## config.mk

```make
export PLATFORM = sky130hd
export DESIGN_NAME = neuron_train_ctrl
export DESIGN_NICKNAME = d
export VERILOG_FILES = /design/src/rtl/neuron_ctrl_pkg.sv /design/src/rtl/weight_step.sv /design/src/rtl/neuron_train_ctrl.sv
export SDC_FILE = /design/constraint.sdc
export NUM_CORES = 1
export LEC_CHECK = 0
export ABC_AREA = 1
export CAP_MARGIN = 20
export CORE_UTILIZATION = 41
export DETAILED_ROUTE_END_ITERATION = 8
export GPL_ROUTABILITY_DRIVEN = 0
export MAX_ROUTING_LAYER = met4
export PLACE_DENSITY = 0.89
export RECOVER_POWER = 25
export SYNTH_ARGS = -nofsm -noshare
export SYNTH_HDL_FRONTEND = slang
export SYNTH_SLANG_ARGS = --single-unit
```

## constraint.sdc

```tcl
create_clock -name clk_i -period 2 [get_ports clk_i]
set_clock_uncertainty 0.05 [all_clocks]
set_input_delay 0.2 -clock clk_i [delete_from_list [all_inputs] [get_ports clk_i]]
set_output_delay 0.2 -clock clk_i [all_outputs]
set_load 0.005 [all_outputs]
```

## src/rtl/neuron_ctrl_pkg.sv

```systemverilog
// Shared types and widths for the output_neuron training controller.
// The state encoding and all datapath widths live here so that the top and the stepper agree.
package neuron_ctrl_pkg;

    localparam int TARGET_FRAC_BITS = 7;
    localparam int X_W              = 10;
    localparam int W_W              = 8;
    localparam int FINAL_W          = 19;
    localparam int ERR_W            = 20;
    localparam int TGT_W            = 4;
    localparam int EPOCH_W          = 4;

    typedef enum logic [2:0] {
        S_IDLE   = 3'd0,
        S_CLEAR  = 3'd1,
        S_FWD    = 3'd2,
        S_EVAL   = 3'd3,
        S_UPDATE = 3'd4,
        S_DONE   = 3'd5
    } state_t;

endpackage

```

## src/rtl/weight_step.sv

```systemverilog
// Combinational saturating up/down stepper for one unsigned 1.7 weight.
// When en is low the weight passes through untouched.
module weight_step
    import neuron_ctrl_pkg::*;
#(
    parameter int STEP = 1
) (
    input  logic [W_W-1:0] w,
    input  logic           dir,
    input  logic           en,
    output logic [W_W-1:0] w_next
);

    typedef logic [W_W:0] wide_t;
    localparam wide_t STEP_WIDE = wide_t'(STEP);

    // dir high steps up and clamps at full scale; dir low steps down and clamps at zero.
    function automatic logic [W_W-1:0] sat_step(input logic [W_W-1:0] w_in, input logic up);
        wide_t sum;
        wide_t w_wide;
        logic [W_W-1:0] res;
        w_wide = {1'b0, w_in};
        if (up) begin
            sum = w_wide + STEP_WIDE;
            res = sum[W_W] ? {W_W{1'b1}} : sum[W_W-1:0];
        end else begin
            sum = w_wide - STEP_WIDE;
            res = (w_wide < STEP_WIDE) ? {W_W{1'b0}} : sum[W_W-1:0];
        end
        return res;
    endfunction

    always_comb begin
        w_next = w;
        if (en) begin
            w_next = sat_step(w, dir);
        end
    end

endmodule

```

## src/rtl/neuron_train_ctrl.sv

```systemverilog
// Training sequencer for the two-input output_neuron: clear, then repeat forward pass,
// error evaluation and sign-based weight update until within tolerance or out of epochs.
module neuron_train_ctrl
    import neuron_ctrl_pkg::*;
#(
    parameter int MAX_EPOCHS = 15,
    parameter int TOL        = 16,
    parameter int STEP       = 1
) (
    input  logic               clk_i,
    input  logic               rst_i,
    input  logic               start_i,
    input  logic [TGT_W-1:0]   target_i,
    input  logic [X_W-1:0]     x0_i,
    input  logic [X_W-1:0]     x1_i,
    input  logic [W_W-1:0]     w0_init_i,
    input  logic [W_W-1:0]     w1_init_i,
    input  logic [FINAL_W-1:0] final_i,
    input  logic               zero_end_check_i,
    output logic               en_o,
    output logic               zero_final_o,
    output logic               zero_loss_o,
    output logic [X_W-1:0]     x0_o,
    output logic [X_W-1:0]     x1_o,
    output logic [W_W-1:0]     w0_o,
    output logic [W_W-1:0]     w1_o,
    output logic [TGT_W-1:0]   target_o,
    output logic               busy_o,
    output logic               done_o,
    output logic               converged_o,
    output logic [EPOCH_W-1:0] epoch_o
);

    localparam logic [ERR_W-1:0]   TOL_MAG   = ERR_W'(TOL);
    localparam logic [EPOCH_W-1:0] EPOCH_MAX = EPOCH_W'(MAX_EPOCHS);

    state_t state_q;
    state_t state_d;

    logic signed [ERR_W-1:0] final_s;
    logic signed [ERR_W-1:0] target_s;
    logic signed [ERR_W-1:0] err;
    logic [ERR_W-1:0]        err_mag;
    logic                    converge;
    logic                    give_up;
    logic [W_W-1:0]          w0_next;
    logic [W_W-1:0]          w1_next;

    function automatic logic [ERR_W-1:0] abs_err(input logic signed [ERR_W-1:0] e);
        logic signed [ERR_W-1:0] neg;
        neg = -e;
        return e[ERR_W-1] ? $unsigned(neg) : $unsigned(e);
    endfunction

    // Both operands are zero-extended into the signed error width, so the subtraction is exact.
    assign final_s  = $signed({{(ERR_W-FINAL_W){1'b0}}, final_i});
    assign target_s = $signed({{(ERR_W-TGT_W-TARGET_FRAC_BITS){1'b0}}, target_o,
                               {TARGET_FRAC_BITS{1'b0}}});
    assign err      = final_s - target_s;
    assign err_mag  = abs_err(err);
    assign converge = zero_end_check_i || (err_mag <= TOL_MAG);
    assign give_up  = (epoch_o == EPOCH_MAX);

    // A negative error means the result is low, so weights step up.
    weight_step #(.STEP(STEP)) u_step_w0 (
        .w      (w0_o),
        .dir    (err[ERR_W-1]),
        .en     (x0_o != '0),
        .w_next (w0_next)
    );

    weight_step #(.STEP(STEP)) u_step_w1 (
        .w      (w1_o),
        .dir    (err[ERR_W-1]),
        .en     (x1_o != '0),
        .w_next (w1_next)
    );

    always_ff @(posedge clk_i) begin
        if (rst_i) begin
            state_q <= S_IDLE;
        end else begin
            state_q <= state_d;
        end
    end

    always_comb begin
        state_d = state_q;
        case (state_q)
            S_IDLE:   if (start_i) state_d = S_CLEAR;
            S_CLEAR:  state_d = S_FWD;
            S_FWD:    state_d = S_EVAL;
            S_EVAL: begin
                if (converge || give_up) begin
                    state_d = S_DONE;
                end else begin
                    state_d = S_UPDATE;
                end
            end
            S_UPDATE: state_d = S_FWD;
            S_DONE:   state_d = S_IDLE;
            default:  state_d = S_IDLE;
        endcase
    end

    always_comb begin
        busy_o       = (state_q != S_IDLE);
        zero_final_o = (state_q == S_CLEAR);
        zero_loss_o  = (state_q == S_CLEAR);
        en_o         = (state_q == S_FWD);
        done_o       = (state_q == S_DONE);
    end

    // Run registers: operands latch on start, weights and epoch advance only when leaving UPDATE.
    always_ff @(posedge clk_i) begin
        if (rst_i) begin
            x0_o        <= '0;
            x1_o        <= '0;
            w0_o        <= '0;
            w1_o        <= '0;
            target_o    <= '0;
            epoch_o     <= '0;
            converged_o <= 1'b0;
        end else begin
            case (state_q)
                S_IDLE: begin
                    if (start_i) begin
                        x0_o        <= x0_i;
                        x1_o        <= x1_i;
                        w0_o        <= w0_init_i;
                        w1_o        <= w1_init_i;
                        target_o    <= target_i;
                        epoch_o     <= '0;
                        converged_o <= 1'b0;
                    end
                end
                S_EVAL: begin
                    if (converge) begin
                        converged_o <= 1'b1;
                    end
                end
                S_UPDATE: begin
                    w0_o    <= w0_next;
                    w1_o    <= w1_next;
                    epoch_o <= epoch_o + 1'b1;
                end
                default: ;
            endcase
        end
    end

endmodule
```

==> summary.md, run 1 <==
| Metric | Value |
|---|---|
| Synth warnings | 0 |
| Most area-consuming cells after synthesis | dfxtp_1 30%, nand2_1 8.7%, nor2_1 7.8% |
| Placed Instances | 719 |
| Mapped Cells | ~480 |
| Ys async rst share | 0% |
| Grt total ovfl | 0 |
| Tightest Pin Transition | about 1200 ps |
| P_sw | 1350 µW |
| Max-slew violations | 0 |
| RSZ-0062 raised after global routing | yes |
| Met3 WL | 884 µm |
| Post-synth top area cell | dfxtp_1 |
| Drt initial violations | a little over 400 |
| H-tree depth | 2 |
| Starting Density | 43.3% |
| Top fanout value on the critical path | 6 |
| Rel. slew slack | 21.6% |
| Area delta synth->final | 66.4% |
| Clock sinks | 48 |
| Outcome | complete, but fails checks |
| Post-route setup slack | -169 ps |
| DP HPWL | 7.52 mm |
| Via/cell ratio | between 5 and 6 |
| Final setup fails | 18 |
| P_int | 2430 µW |
| Fin cells | 742 |
| Worst vdd ir | 0.000475 V |
| Ys flop type | dfxtp_1 |
| IO Port Bufs | 112 |
| Final WL | 11.1 mm |
| CP max stage cell | clkdlybuf4s50_1 |
| Initial antenna violation count | 0 |
| Crit path cell chain | clkdlybuf4s50_1 -> inv_1 -> fa_2 -> inv_2 -> nand2_2 -> nand2_4 -> nor2_4 -> buf_4 -> buf_12 -> o311ai_1 -> a221oi_1 |
| Util after Layout | 72.0% |
| Crit path max-delay family | buffers and inverters |
| Core area | ~7400 µm² |
| Arrival @ worst endpoint | 2250 ps |
| Share of cells above drive strength 1 | 21.5% |
| Sum of buffers and inverters on the critical path | 5 |
| Syn Area/Cell | 6.66 µm² |
| Clock Latency Late Sink | roughly 300 ps |
| Clk buf depth | 2 |
| Clock buffer count from CTS | 5 |
| Drc violations | 0 |
| Failing checks | setup timing |
| DR top layer | met4 |
| Final layout net count | 715 |
| Met1 WL | 4.41 mm |
| Root buffer cell | clkbuf_8 |
| Mapped Nets | 552 |
| Distinct cell type count after synthesis | 40 |
| Hold Vio Cnt, Final | 0 |
| First-pass GRT wire length | 16.7 mm |
| Chip width | approximately 90 µm |
| Vias in the first global route | 3827 |
| Clock Power Share | 22.5% |
| Row cnt | 31 |
| Critical Path Sink Type | flop |
| Logic pwr share | between 40 and 50% |
| Setup TNS | -1570 ps |
| # IOs | roughly 110 |
| Routed wl met2 | 5.45 mm |
| MaxCap Viol Count | 0 |
| Sw Share | 35.7% |
| Startpoint Class | input pin |
| EDFF count, synth | 0 |
| FMAX | 461 MHz |
| Pwr Total | approximately 3800 µW |
| Pwr dens | roughly 710 nW/µm² |
| Mapped Area | roughly 3200 µm² |
| Pre-antenna DRT Iters | 8 |
| Crit path largest cell delay | 490 ps |
| Post-DRT Antenna Nets | 0 |
| Die height | 90.2 µm |
| Crit path from | final_i[8] |
| P_leak | 0.00227 µW |
| Reg clk slew, reported paths | 100 ps |
| Seq cells post-synth | 48 |
| Die area | 8140 µm² |
| Seq pwr share | around 33% |
| HP Class | reg2reg |
| CTS tree | built |
| RR Startpoint | target_o[0] |
| Seq/Total Area, Yosys | between 30 and 40% |
| Crit path time final | 2170 ps |
| GR Util All Layers | about a quarter |
| Routed vias | 4054 |
| Critical path class | in2reg |
| Crit path required time | 2080 ps |
| Ant diodes | 0 |
| Maximum number of pins on one net before global-route repair | 28 |
| Drt wl/cell | 14.9 µm |
| Worst hold start | converged_o |
| Yosys top cell area share | 30.1% |
| Final Cycle Share | 108% |
==> cell families (layout without fill, tap and decap cells) <==
group                    Yosys count  count (layout)  share of synthesized area (%)
AND/OR/NAND/NOR                  207             208                           28.9
AO/OA/AOI/OAI                    109             109                           20.5
buffers and inverters             83             246                           10.3
flip-flops                        48              48                           30.1
XOR/XNOR                          22              22                           6.04
adder cells (fa/ha/maj)           10              10                           4.16
==> stage by stage <==
step / hold WS, ps / setup WS [ps] / area (µm²)
after floorplan: 285 / -0.801 / 3210
after global placement: 394 / -443 / 4750
after CTS: 412 / -134 / 5010
after detailed placement: 401 / -518 / 4750
final: 416 / -169 / 5310
after global routing: 429 / -336 / 5310
==> worst paths after layout <==
path            endpoint  slack [ps]  depth (start not counted)
max reg2reg      w1_o[4]        -160                         10
max              w1_o[4]        -170                         11
min reg2reg  converged_o         420                          2
min          converged_o         420                          2
==> worst register-to-register path: cells and delay by family, from the launching register on <==
family,cells,cell delay (ps)
adder cells (fa/ha/maj),2,530
AO/OA/AOI/OAI,2,450
buffers and inverters,3,390
flip-flops,1,350
AND/OR/NAND/NOR,3,230
==> power groups by stage <==
stage | clock network (µW) | registers, µW | logic, µW
CTS | 866 | 1240 | 1510
global route | 906 | 1280 | 1820
detailed placement | 0 | 1260 | 1450
finish | 853 | 1250 | 1680
global placement | 0 | 1250 | 1390
floorplan | 0 | 1230 | 754
==> registers in the layout, indices dropped and copies added, names as in the netlist <==
name	count
x0_o	10
state_q	3
x1_o	10
target_o	4
converged_o	1
w0_o	8
w1_o	8
epoch_o	4
==> synthesized netlist by cell type (all sizes together) (2+ instances only) <==
master / instances
nor2: 71
o311ai: 2
nor3: 8
buf: 8
inv: 61
nand4: 7
xnor2: 2
xor2: 20
ha: 9
o21ai: 41
clkbuf: 11
a21oi: 37
nor4: 4
clkinv: 3
nand2: 80
dfxtp: 48
a31oi: 2
nand3: 33
o221ai: 5
a221oi: 15
o211ai: 6
==> layout by cell type (no fill, tap or decap), types with 7 or more instances in the layout <==
cell,Yosys,final
clkdlybuf4s50_1,0,96
nand2_1,74,67
nor2_1,66,64
inv_1,57,51
buf_4,1,50
dfxtp_1,48,43
o21ai_0,40,35
a21oi_1,36,34
nand3_1,32,30
xor2_1,20,20
dlygate4sd3_1,0,15
inv_2,4,9
a221oi_2,0,8
nand2_2,5,7
nand4_1,7,7
a221oi_1,15,7
==> layout make-up <==
class	count	area (µm²)
multi-input combinational	349	2170
fill	542	2060
timing repair buffer	174	1670
sequential	48	970
inverter	64	243
tap	99	124
clock buffer	5	68.8
clock inverter	3	68.8
==> layer usage <==
metal  vias to the layer above  GRT usage (%)
li1                       1932              -
met1                      1842           29.6
met2                       237           42.9
met3                        43           4.82
met4                         0           7.93
met5                         -              -
==> what timing repair did <==
action                                  CTS  global route
endpoints found under the setup margin   18            18
hold buffers                              0             0
gates cloned                              1             1
pin swaps                                16            35
resized for setup                        26            49
buffers inserted                          3            10
(Power assumes the default switching activity.)
==> inputs of run 2 (changes only) <==
- GPL_TIMING_DRIVEN: default -> 0
- SETUP_SLACK_MARGIN: default -> 0.4
==> summary.md, run 2 (same netlist as run 1, synthesis figures left out) <==
| Metric | Value |
|---|---|
| Outcome | complete, but fails checks |
| Failing checks | setup timing |
| Post-DRT Antenna Nets | 0 (unchanged) |
| R2R Setup Slk | -310 ps (-150 ps) |
| Row cnt | 31 (unchanged) |
| Rel. slew slack | 40.5% (+19 points) |
| Final layout net count | 692 (-3.2%) |
| Commonest non-fill, non-tap cell in the layout | clkdlybuf4s50_1 |
| MaxCap Viol Count | 0 (unchanged) |
| Dpl ws | -581 ps (-63.8 ps) |
| RR Startpoint | target_o[0] |
| Worst vdd ir | 0.000486 V (+2.4%) |
| Die area | 8140 µm² (unchanged) |
| CTS tree | built |
| Clock sinks | 48 (unchanged) |
| Critical path class | reg2reg |
| Max-slew violations | 0 (unchanged) |
| Worst-case reg-to-reg path depth | 17 (+7) |
| Pre-antenna DRT Iters | 6 (-2) |
| P_leak | 0.00213 µW (-6.2%) |
| Reg clk slew, reported paths | 90 ps (about the same) |
| Clock buffer count from CTS | 5 (unchanged) |
| Vias in the first global route | 3787 (-1.0%) |
| Final WL | 12.2 mm (+10%) |
| Clk buf depth | 2 (unchanged) |
| Startpoint Class | flop |
| Commonest cells after routing, fill and taps aside | 104 x clkdlybuf4s50_1, 68 x nand2_1, 61 x nor2_1 |
| Drt wl/cell | 16.9 µm (+13%) |
| Chip width | 90.2 µm (unchanged) |
| RSZ-0062 raised after global routing | yes |
| Top fanout value on the critical path | 10 (+4) |
| Final Cycle Share | 115% (+6.9 points) |
| Initial antenna violation count | 0 (unchanged) |
| Critical path's most frequent cell | nand2_2 |
| First-pass GRT wire length | 17.6 mm (+4.9%) |
| Critical Path Sink Type | flop |
| Maximum number of pins on one net before global-route repair | 17 (-39%) |
| Setup TNS | -1990 ps (-423 ps) |
| WHS Endpoint | x0_o[6] |
| Drc violations | 0 (unchanged) |
| Number of fillers in the final layout | 514 (-5.2%) |
| Routed vias | 4138 (+2.1%) |
| Die height | 90.2 µm (unchanged) |
| Biggest regs | x0_o x10, x1_o x10 |
| GR Util All Layers | 26.7% (+1.6 points) |
| Crit path largest cell delay | 370 ps (-120 ps) |
| Starting Density | 43.3% (unchanged) |
| HP Class | in2reg |
| # IOs | 113 (unchanged) |
| Worst hold start | x0_i[6] |
| Crit path time final | 2310 ps (+139 ps) |
| Crit path cell chain | ha_4 -> fa_2 -> inv_2 -> nand2_2 -> nand2_4 -> nor2_4 -> buf_8 -> nand3_2 -> nand2_1 -> nand2_1 -> nor2_1 -> nand3_1 -> nor2_1 -> nand3_1 -> nand2_2 -> nand2_2 -> a21oi_2 |
| Post-route setup slack | -308 ps (-139 ps) |
| H-tree depth | 2 (unchanged) |
| Clock Latency Late Sink | 310 ps (about the same) |
| FMAX | 433 MHz (-6.0%) |
| Pwr dens | 727 nW/µm² (+2.0%) |
| CP max stage cell | dfxtp_4 |
| Final setup fails | 17 (-1) |
| Placed Instances | 690 (-4.0%) |
| DP HPWL | 7.56 mm (+0.53%) |
| Core area | 7370 µm² (unchanged) |
| Cells on Worst Hold Path | 3 (+1) |
| Tightest Pin Transition | 893 ps (-283 ps) |
| Root buffer cell | clkbuf_8 |
| Grt total ovfl | 0 (unchanged) |
| Fin cells | 719 (-3.1%) |
| Ant diodes | 0 (unchanged) |
| Util after Layout | 71.4% (-0.63 points) |
| Via/cell ratio | 5.76 (+5.3%) |
| Hold Vio Cnt, Final | 0 (unchanged) |
| Share of cells above drive strength 1 | 21.0% (-0.49 points) |
| Area delta synth->final | 65.0% |
| Fin Hold WS | 421 ps (+4.98 ps) |
| R2r endpoint | state_q[0] |
| Crit path required time | 2190 ps (+110 ps) |
| Drt initial violations | 428 (+4.4%) |
| Arrival @ worst endpoint | 2500 ps (+250 ps) |
| IO Port Bufs | 112 (unchanged) |
| Crit path from | target_o[0] |
-- run 2: per-layer routing --
metal / GRT usage, % / up-vias / part of all wire, %
li1: - / 1897 / -
met1: 31.7 / 1902 / 39
met2: 46.3 / 270 / 49
met3: 3.72 / 69 / 7.7
met4: 9.01 / 0 / 4.5
met5: - / - / 0
-- run 2: power by group --
part,internal [µW],switching [µW]
combinational,787,919
clock,504,360
sequential,1100,156
total,2390,1440
-- run 2: metrics by stage --
step / cell area (µm²) / total power, µW
floorplan: 3350 / 2060
global placement: 4600 / 2620
detailed placement: 4600 / 2670
CTS: 5000 / 3600
global route: 5260 / 4030
finish: 5260 / 3830
-- run 2: repair_timing --
action / 4_1_cts / 5_1_grt
setup endpoints to repair: 48 / 47
hold buffers: 0 / 0
pin swaps: 14 / 15
cloned: 1 / 1
gates resized for setup: 45 / 65
setup buffers: 12 / 7
-- run 2: worst max-delay path, delay by kind of cell, from the launching register on --
| kind | cells | cell delay, ps |
|---|---|---|
| and+or+nand+nor | 12 | 1120 |
| DFF | 1 | 370 |
| adders and majority gates | 2 | 370 |
| buffers and inverters | 2 | 220 |
| AOI/OAI and AO/OA | 1 | 110 |
-- run 2: worst max-delay path by stage --
stage                  endpoint  slack, ps
floorplan           converged_o         10
global placement    converged_o       -560
detailed placement   state_q[0]       -580
CTS                 converged_o       -220
global route        converged_o       -430
finish               state_q[0]       -310
-- run 2: area by class of cell --
class	instances	area, µm²	area share [%]
Sequential cell	48	980	18.6
Clock buffer	5	68.8	1.31
Timing Repair Buffer	133	1340	25.4
Tap cell	99	124	2.35
Buffer	19	154	2.93
Multi-Input combinational cell	348	2280	43.4
Inverter	64	245	4.66
Clock inverter	3	68.8	1.31
